File: src/rtl/seg_pkg.sv
// seg_pkg: shared scanner state encoding and the all-off digit select pattern.
package seg_pkg;
  typedef enum logic {GUARD, SHOW} state_t;
  localparam logic [7:0] DIGIT_OFF = '1;
endpackage

File: src/rtl/seg_lz_mask.sv
// seg_lz_mask: flags digits above digit 0 whose nibble and every higher nibble are zero.
module seg_lz_mask #(
  parameter int DIGITS = 4
) (
  input  logic [4*DIGITS-1:0] i_shadow,
  output logic [DIGITS-1:0]   o_mask
);
  logic w_zero;
  always_comb begin
    o_mask = '0;
    w_zero = 1'b1;
    for (int i = DIGITS - 1; i > 0; i--) begin
      w_zero    = w_zero && (i_shadow[4*i +: 4] == 4'h0);
      o_mask[i] = w_zero;
    end
  end
endmodule

File: src/rtl/seg_scan.sv
// seg_scan: multiplexed hex display scanner with per-slot dark guard and frame-synchronous commit.
// Define LZ_SUPPRESS_EN to darken leading-zero digits.
module seg_scan import seg_pkg::*; #(
  parameter int DIGITS = 4,
  parameter int DIV    = 50000,
  parameter int DEAD   = 16
) (
  input  logic                clk,
  input  logic                rst_n,
  input  logic [4*DIGITS-1:0] value,
  input  logic                load,
  input  logic [DIGITS-1:0]   blank_mask,
  output logic [3:0]          nibble,
  output logic [DIGITS-1:0]   digit_sel,
  output logic                blank,
  output logic                frame_done,
  output logic                pend
);
  localparam int CW = $clog2(DIV);
  localparam int IW = $clog2(DIGITS);
  state_t              r_state, w_nxt_state;
  logic [CW-1:0]       r_cnt;
  logic [IW-1:0]       r_idx, w_nxt_idx;
  logic [4*DIGITS-1:0] r_shadow, r_pending;
  logic [DIGITS-1:0]   w_lz, w_dark;
  logic                w_slot_end, w_commit, w_show;
`ifdef LZ_SUPPRESS_EN
  seg_lz_mask #(.DIGITS(DIGITS)) u_lz (.i_shadow(r_shadow), .o_mask(w_lz));
`else
  assign w_lz = '0;
`endif
  // idx only advances when leaving SHOW, so r_idx already names the digit of the next SHOW cycle
  always_comb begin
    w_slot_end  = (r_state == GUARD) ? (r_cnt == CW'(DEAD - 1)) : (r_cnt == CW'(DIV - DEAD - 1));
    w_nxt_state = w_slot_end ? ((r_state == GUARD) ? SHOW : GUARD) : r_state;
    w_commit    = w_slot_end && (r_state == SHOW) && (r_idx == IW'(DIGITS - 1));
    w_nxt_idx   = (w_slot_end && r_state == SHOW) ? (w_commit ? '0 : r_idx + IW'(1)) : r_idx;
    w_dark      = blank_mask | w_lz;
    w_show      = (w_nxt_state == SHOW) && !w_dark[r_idx];
  end
  always_ff @(posedge clk or negedge rst_n) begin
    if (!rst_n) begin
      r_state    <= GUARD;
      r_cnt      <= '0;
      r_idx      <= '0;
      r_shadow   <= '0;
      r_pending  <= '0;
      pend       <= 1'b0;
      digit_sel  <= DIGIT_OFF[DIGITS-1:0];
      nibble     <= '0;
      blank      <= 1'b1;
      frame_done <= 1'b0;
    end else begin
      r_state    <= w_nxt_state;
      r_cnt      <= w_slot_end ? '0 : r_cnt + CW'(1);
      r_idx      <= w_nxt_idx;
      r_pending  <= load ? value : r_pending;
      pend       <= !w_commit && (load || pend);
      if (w_commit)
        r_shadow <= load ? value : (pend ? r_pending : r_shadow);
      frame_done <= w_commit;
      digit_sel  <= w_show ? ~(DIGITS'(1) << r_idx) : DIGIT_OFF[DIGITS-1:0];
      nibble     <= (w_nxt_state == SHOW) ? r_shadow[4*r_idx +: 4] : '0;
      blank      <= !w_show;
    end
  end
endmodule

File: config.mk
export PLATFORM = sky130hd
export DESIGN_NAME = seg_scan
export DESIGN_NICKNAME = d
export VERILOG_FILES = /design/src/rtl/seg_pkg.sv /design/src/rtl/seg_lz_mask.sv /design/src/rtl/seg_scan.sv
export SDC_FILE = /design/constraint.sdc
export NUM_CORES = 1
export LEC_CHECK = 0
export CAP_MARGIN = 20
export CORE_MARGIN = 3
export CORE_UTILIZATION = 55
export DETAILED_ROUTE_END_ITERATION = 12
export DONT_BUFFER_PORTS = 1
export PLACE_DENSITY = 0.78
export SYNTH_ARGS = -nofsm -noshare
export SYNTH_HDL_FRONTEND = slang
export SYNTH_SLANG_ARGS = --single-unit
File: constraint.sdc
create_clock -name clk -period 3.55 [get_ports clk]
set_input_delay 0.355 -clock clk [delete_from_list [all_inputs] [get_ports clk]]
set_output_delay 0.355 -clock clk [all_outputs]
set_load 0.02 [all_outputs]
Yosys cells after proc, flatten, opt, wreduce, memory -nomap -nowiden
Index checks and enable logic that the tools add are counted.
{"block": "classes", "addsub": 2, "order_cmp": 1, "n_eq_ne": 3, "shifts": 2, "mux": 11, "bitwise": 1, "reduce_logical": 10}
{"op": "2-to-1 mux 16 bit", "count": 3}
{"op": "adder 16 x 1 -> 16 bit (second input constant)", "count": 1}
{"op": "== test 16 bit (second input constant)", "count": 1}
{"op": "== test 16 x 4 -> 1 bit (second input constant)", "count": 1}
{"op": "variable part select 16 x 5 -> 4 bit", "count": 1}
{"op": "2-to-1 mux 4 bit", "count": 2}
{"op": "logical AND 1 bit", "count": 4}
{"op": "2-to-1 mux 1 bit", "count": 4}
{"op": "inverter 4 bit", "count": 1}
{"op": "<< shifter 1 x 2 -> 4 bit (first input constant)", "count": 1}
{"op": "zero test 1 bit", "count": 3}
{"op": "less-than comparator 2 x 3 -> 1 bit (second input constant)", "count": 1}
{"op": "adder 2 x 1 -> 2 bit (second input constant)", "count": 1}
{"op": "binary-select mux 1 bit (select 2 bit)", "count": 1}
{"op": "== test 2 bit (second input constant)", "count": 1}
{"op": "2-to-1 mux 2 bit", "count": 1}
{"op": "AND reduction 2 bit", "count": 1}
{"op": "nonzero test 2 bit", "count": 1}
{"op": "logical OR 1 bit", "count": 1}
{"block": "word_totals", "regBits": 62, "input_bits": 23, "output_inout_bits": 11, "elab_cells": 40}

Longest topological paths before layout
{"block": "depth", "ltp_word": 6, "ltp_mapped": 10, "mapped_depth_nobuf": 8}

Worst setup path after synthesis
Ideal clock, no wire load.
{"block": "synth_path", "path_kind": "flip-flop to flip-flop", "startpoint": "register r_cnt[0]", "endpoint": "register r_shadow[10]", "setup_ns": 0.125, "t_arrival_ns": 2.126, "required_time_ns": 3.425, "setup_slack_ns": 1.299, "path_stages_with_launch": 11, "n_path_buf": 2, "period_less_slack_ns": 2.251, "cell_sequence": "dfrtp_1 > ha_1 > and3_1 > nand3_1 > a21oi_2 > buf_6 > ha_1 > and2_2 > o21ai_4 > buf_4 > mux2_2"}
{"block": "synth_between", "elab_chain_cells": 5, "elab_cells_between_ends": 6, "cone_classes": "2 x eq/ne; 1 x mux; 3 x reduce/logical"}
{"item": "from (decl)", "line": "seg_scan.sv:22", "source": "logic [CW-1:0] r_cnt;"}
{"item": "from (signal assigned)", "line": "seg_scan.sv:55", "source": "r_cnt <= w_slot_end ? '0 : r_cnt + CW'(1);"}
{"item": "== test 16 x 4 -> 1 bit or == test 16 bit (tied branches)", "line": "seg_scan.sv:34", "source": "w_slot_end = (r_state == GUARD) ? (r_cnt == CW'(DEAD - 1)) : (r_cnt == CW'(DIV - DEAD - 1));"}
{"item": "2-to-1 mux 1 bit (*)", "line": "seg_scan.sv:34"}
{"item": "logical AND 1 bit (*) (2 in a row)", "line": "seg_scan.sv:36", "source": "w_commit = w_slot_end && (r_state == SHOW) && (r_idx == IW'(DIGITS - 1));"}
{"item": "via w_commit", "line": "seg_scan.sv:26", "source": "logic w_slot_end, w_commit, w_show;"}
{"item": "AND reduction 2 bit (no line) (*)"}
{"item": "to (signal assigned)", "line": "seg_scan.sv:60", "source": "r_shadow <= load ? value : (pend ? r_pending : r_shadow);"}
{"item": "to (decl)", "line": "seg_scan.sv:24", "source": "logic [4*DIGITS-1:0] r_shadow, r_pending;"}
Mark *: on every way through the listed nets, which the timed path passes. The rest lies on a longest branch.
A chain may end at the register's enable or synchronous reset.

Final worst setup path
{"block": "layout_path", "startpoint": "register r_cnt[0]", "endpoint": "register r_shadow[4]"}
Same word-level chain as after synthesis.

==> results_dict.tcl <==
set metrics [dict create \
    status "complete, no violations" \
    cts_tree "done" \
    hold_path.class "primary input to flop" \
    ff2ff_setup_slack_ns 1.00 \
    final_area_sq_mm 0.00293 \
    leakagePower_nw 1.31 \
    synth_edf_count 0 \
    combPwrFrac_pct 3.2 \
    layout.nets 224 \
    cts_max_level 3 \
    slew_headroom_pct 62.9 \
    syn_area_sq_mm 0.00266 \
    start_kind "flop" \
    portBuffers 0 \
    multi_input_area_sq_mm 0.00102 \
    clock-root-buffer "clkbuf_8" \
    grt_busiest_layer "met2" \
    syn_inst 187 \
    period_needed_ns 2.55 \
    synth-xor-area-share_pct 4.62 \
    cts_num_sinks 62 \
    synth_fa_ha_area_share_pct 2.83 \
    first_pass_iters 4 \
    die_x_um 75.5 \
    final-hold-violation-count 0 \
    fin_cells 252 \
    clk_pin_slew_ns 0.07 \
    post-place-cells 234 \
    ff2ff_path_depth 8 \
    drt_wl_total_mm 4.38 \
    placementRows 24 \
    yosys-top-cells-area "dfrtp_1 (54%), mux2_2 (13%), dfstp_2 (4.9%)" \
    cts_buffer_depth 2 \
    p_per_area_mw_per_mm2 499 \
    wl_per_cell_um 17.4 \
    grt-ovfl-total 0 \
    start_util_pct 58.9 \
    synth_commonest_cells "dfrtp_1 (57), mux2_2 (30), nor2_1 (12)" \
    p_sw_share_pct 20.6 \
    setup_viol 0 \
    die_h_um 75.5 \
    ys_seq_area_share_pct 58.7 \
    ant_nets 0 \
    rsz0062_at_grt "no" \
    grt_max_degree 63 \
    gp_congestion 0.844 \
    dieArea_sq_mm 0.00570 \
    r2r-end "r_shadow[4]" \
    synth_top_area_share_pct 53.7 \
    vias_per_cell 5.68 \
    grt_pass1_wl_mm 7.57 \
    grt_use_met3_pct 7.26 \
    vias 1431 \
    r2r_start "r_cnt[0]" \
    min_to "pend" \
    ios 34 \
    core_sq_mm 0.00450 \
    seq_power_share_pct 50.2 \
    max_freq_mhz 393 \
    async_flop_share_pct 100 \
    met2_usage_pct 29.4 \
    synth_compound_area_share_pct 1.32 \
    grt_pass1_vias 1550 \
    drt_iter0_drc 64 \
    synth_top_family_by_area "multiplexers" \
    fillers 338 \
    syn-num-nets 216 \
    clk_latency_ns 0.34 \
    required_ns 3.77 \
    p_total_mw 1.46 \
    drv_slew 0 \
    synth_cell_types 32 \
    areaGrowthSynthToFinish_pct 10.3 \
    postPlaceCellArea_sq_mm 0.00267 \
    muxShareOfSynthArea_pct 17.8 \
    synth_seq_cells 62 \
    drive_gt1_share_pct 34.0 \
    internal_power_mw 1.16 \
    synthMostInstantiatedCell "dfrtp_1" \
    arrival_ns 2.77 \
    yosys_warnings 0 \
    worst_slew_pin_slew_ns 0.554 \
    ir_drop_v 0.000283 \
    yosys.area.top_type "dfrtp_1" \
    worstSetupPathType "flop to flop" \
    layout_setup_ws_ns 1.00 \
    path_max_fanout 16 \
    worstSetupEndpointType "flop" \
    diodes 0 \
    holdCritStartpoint "load" \
    synth_top_flop_cell "dfrtp_1" \
    synthSimpleGateAreaFrac_pct 11.9 \
    antenna_found_initial 0 \
    power_frac_clock_pct 46.7 \
    min_period_over_period_pct 71.7 \
    seqCellArea_sq_mm 0.00156 \
    track_usage_pct 18.7 \
    grt_use_met1_pct 22.3 \
    pre_cts_slack_ns 1.02 \
    hpwl_mm 3.06 \
    setup_tns_ns 0 \
    postLayoutCoreUtil_pct 65.0 \
    cts-buffers-inserted 9 \
    maxCapViolCount 0 \
    drc 0 \
    skew_ns 0.0110 \
    fin_hold_ws_ns 0.163 \
    min_path_cells 2 \
    syn_area_per_cell_sq_um 14.2 \
    power_switching_mw 0.300 \
]
critical path, cell delays in order, from the launching register on:
cell and delay [ns]:
dfrtp_1 0.39, ha_1 0.21, and3_1 0.23, nand3_1 0.11, a21oi_2 0.42, ha_1 0.31
and2_2 0.21, o21ai_4 0.17, mux2_1 0.37
timing repair:
item | CTS | global route
gates resized for setup | 0 | 0
endpoints found under the hold margin | 62 | 0
buffers inserted | 0 | 0
hold buffers | 2 | 0
placed cells by master, fill, tap and decap left out, types with 4 or more instances in the layout:
| master | synthesis | routed |
|---|---|---|
| dfstp_2 | 5 | 5 |
| nand2_1 | 8 | 8 |
| dfrtp_1 | 57 | 57 |
| clkbuf_8 | 0 | 10 |
| mux2_2 | 30 | 30 |
| nor3_1 | 4 | 4 |
| ha_1 | 6 | 6 |
| nor2_1 | 12 | 12 |
| inv_1 | 6 | 6 |
| nand4_1 | 4 | 4 |
| mux4_2 | 5 | 5 |
| xnor2_1 | 10 | 10 |
| and2_1 | 4 | 4 |
| xor2_1 | 4 | 4 |
| nand3_1 | 7 | 7 |
sequential cells by signal (all words and copies together), names as in the netlist:
| name | count |
|---|---|
| r_idx | 2 |
| pend | 1 |
| frame_done | 1 |
| r_shadow | 16 |
| r_state | 1 |
| r_cnt | 16 |
| blank | 1 |
| digit_sel | 4 |
| r_pending | 16 |
| nibble | 4 |
area by class of cell:
| class | count | share of cell area, % |
|---|---|---|
| repair buffers | 2 | 1.28 |
| inverters | 6 | 0.769 |
| clock inverters | 6 | 2.91 |
| flip-flops and latches | 62 | 53.2 |
| clock buffers | 10 | 4.70 |
| multi-input cells | 114 | 34.9 |
| well taps | 52 | 2.22 |
power groups by stage:
stage / Clock (mW) / Sequential (mW) / Combinational, mW
final: 0.681 / 0.733 / 0.0461
after global placement: 0 / 0.746 / 0.0287
after CTS: 0.696 / 0.733 / 0.0481
after detailed placement: 0 / 0.747 / 0.0296
after floorplan: 0 / 0.744 / 0.0299
after global routing: 0.728 / 0.735 / 0.0533
worst max-delay path by stage:
| stage | slack (ns) | endpoint | startpoint |
|---|---|---|---|
| after detailed placement | 1.02 | r_shadow[4] | r_cnt[0] |
| final | 1.00 | r_shadow[4] | r_cnt[0] |
| after floorplan | 1.30 | r_shadow[10] | r_cnt[0] |
| after CTS | 1.0 | r_shadow[4] | r_cnt[0] |
| after global routing | 0.75 | r_shadow[4] | r_cnt[0] |
| after global placement | 1.16 | r_shadow[5] | r_cnt[0] |
logic make-up after synthesis:
group                    count (synthesis)
XOR/XNOR                                14
buffers and inverters                   11
AO/OA/AOI/OAI                            4
flip-flops                              62
adder cells (fa/ha/maj)                  6
multiplexers                            37
AND/OR/NAND/NOR                         53
layer usage:
| metal | part of all wire, % | vias to the layer above |
|---|---|---|
| li1 | - | 667 |
| met1 | 43 | 709 |
| met2 | 48 | 43 |
| met3 | 6.2 | 12 |
| met4 | 2.3 | 0 |
| met5 | 0 | - |
Power figures use the tool's default switching activity.
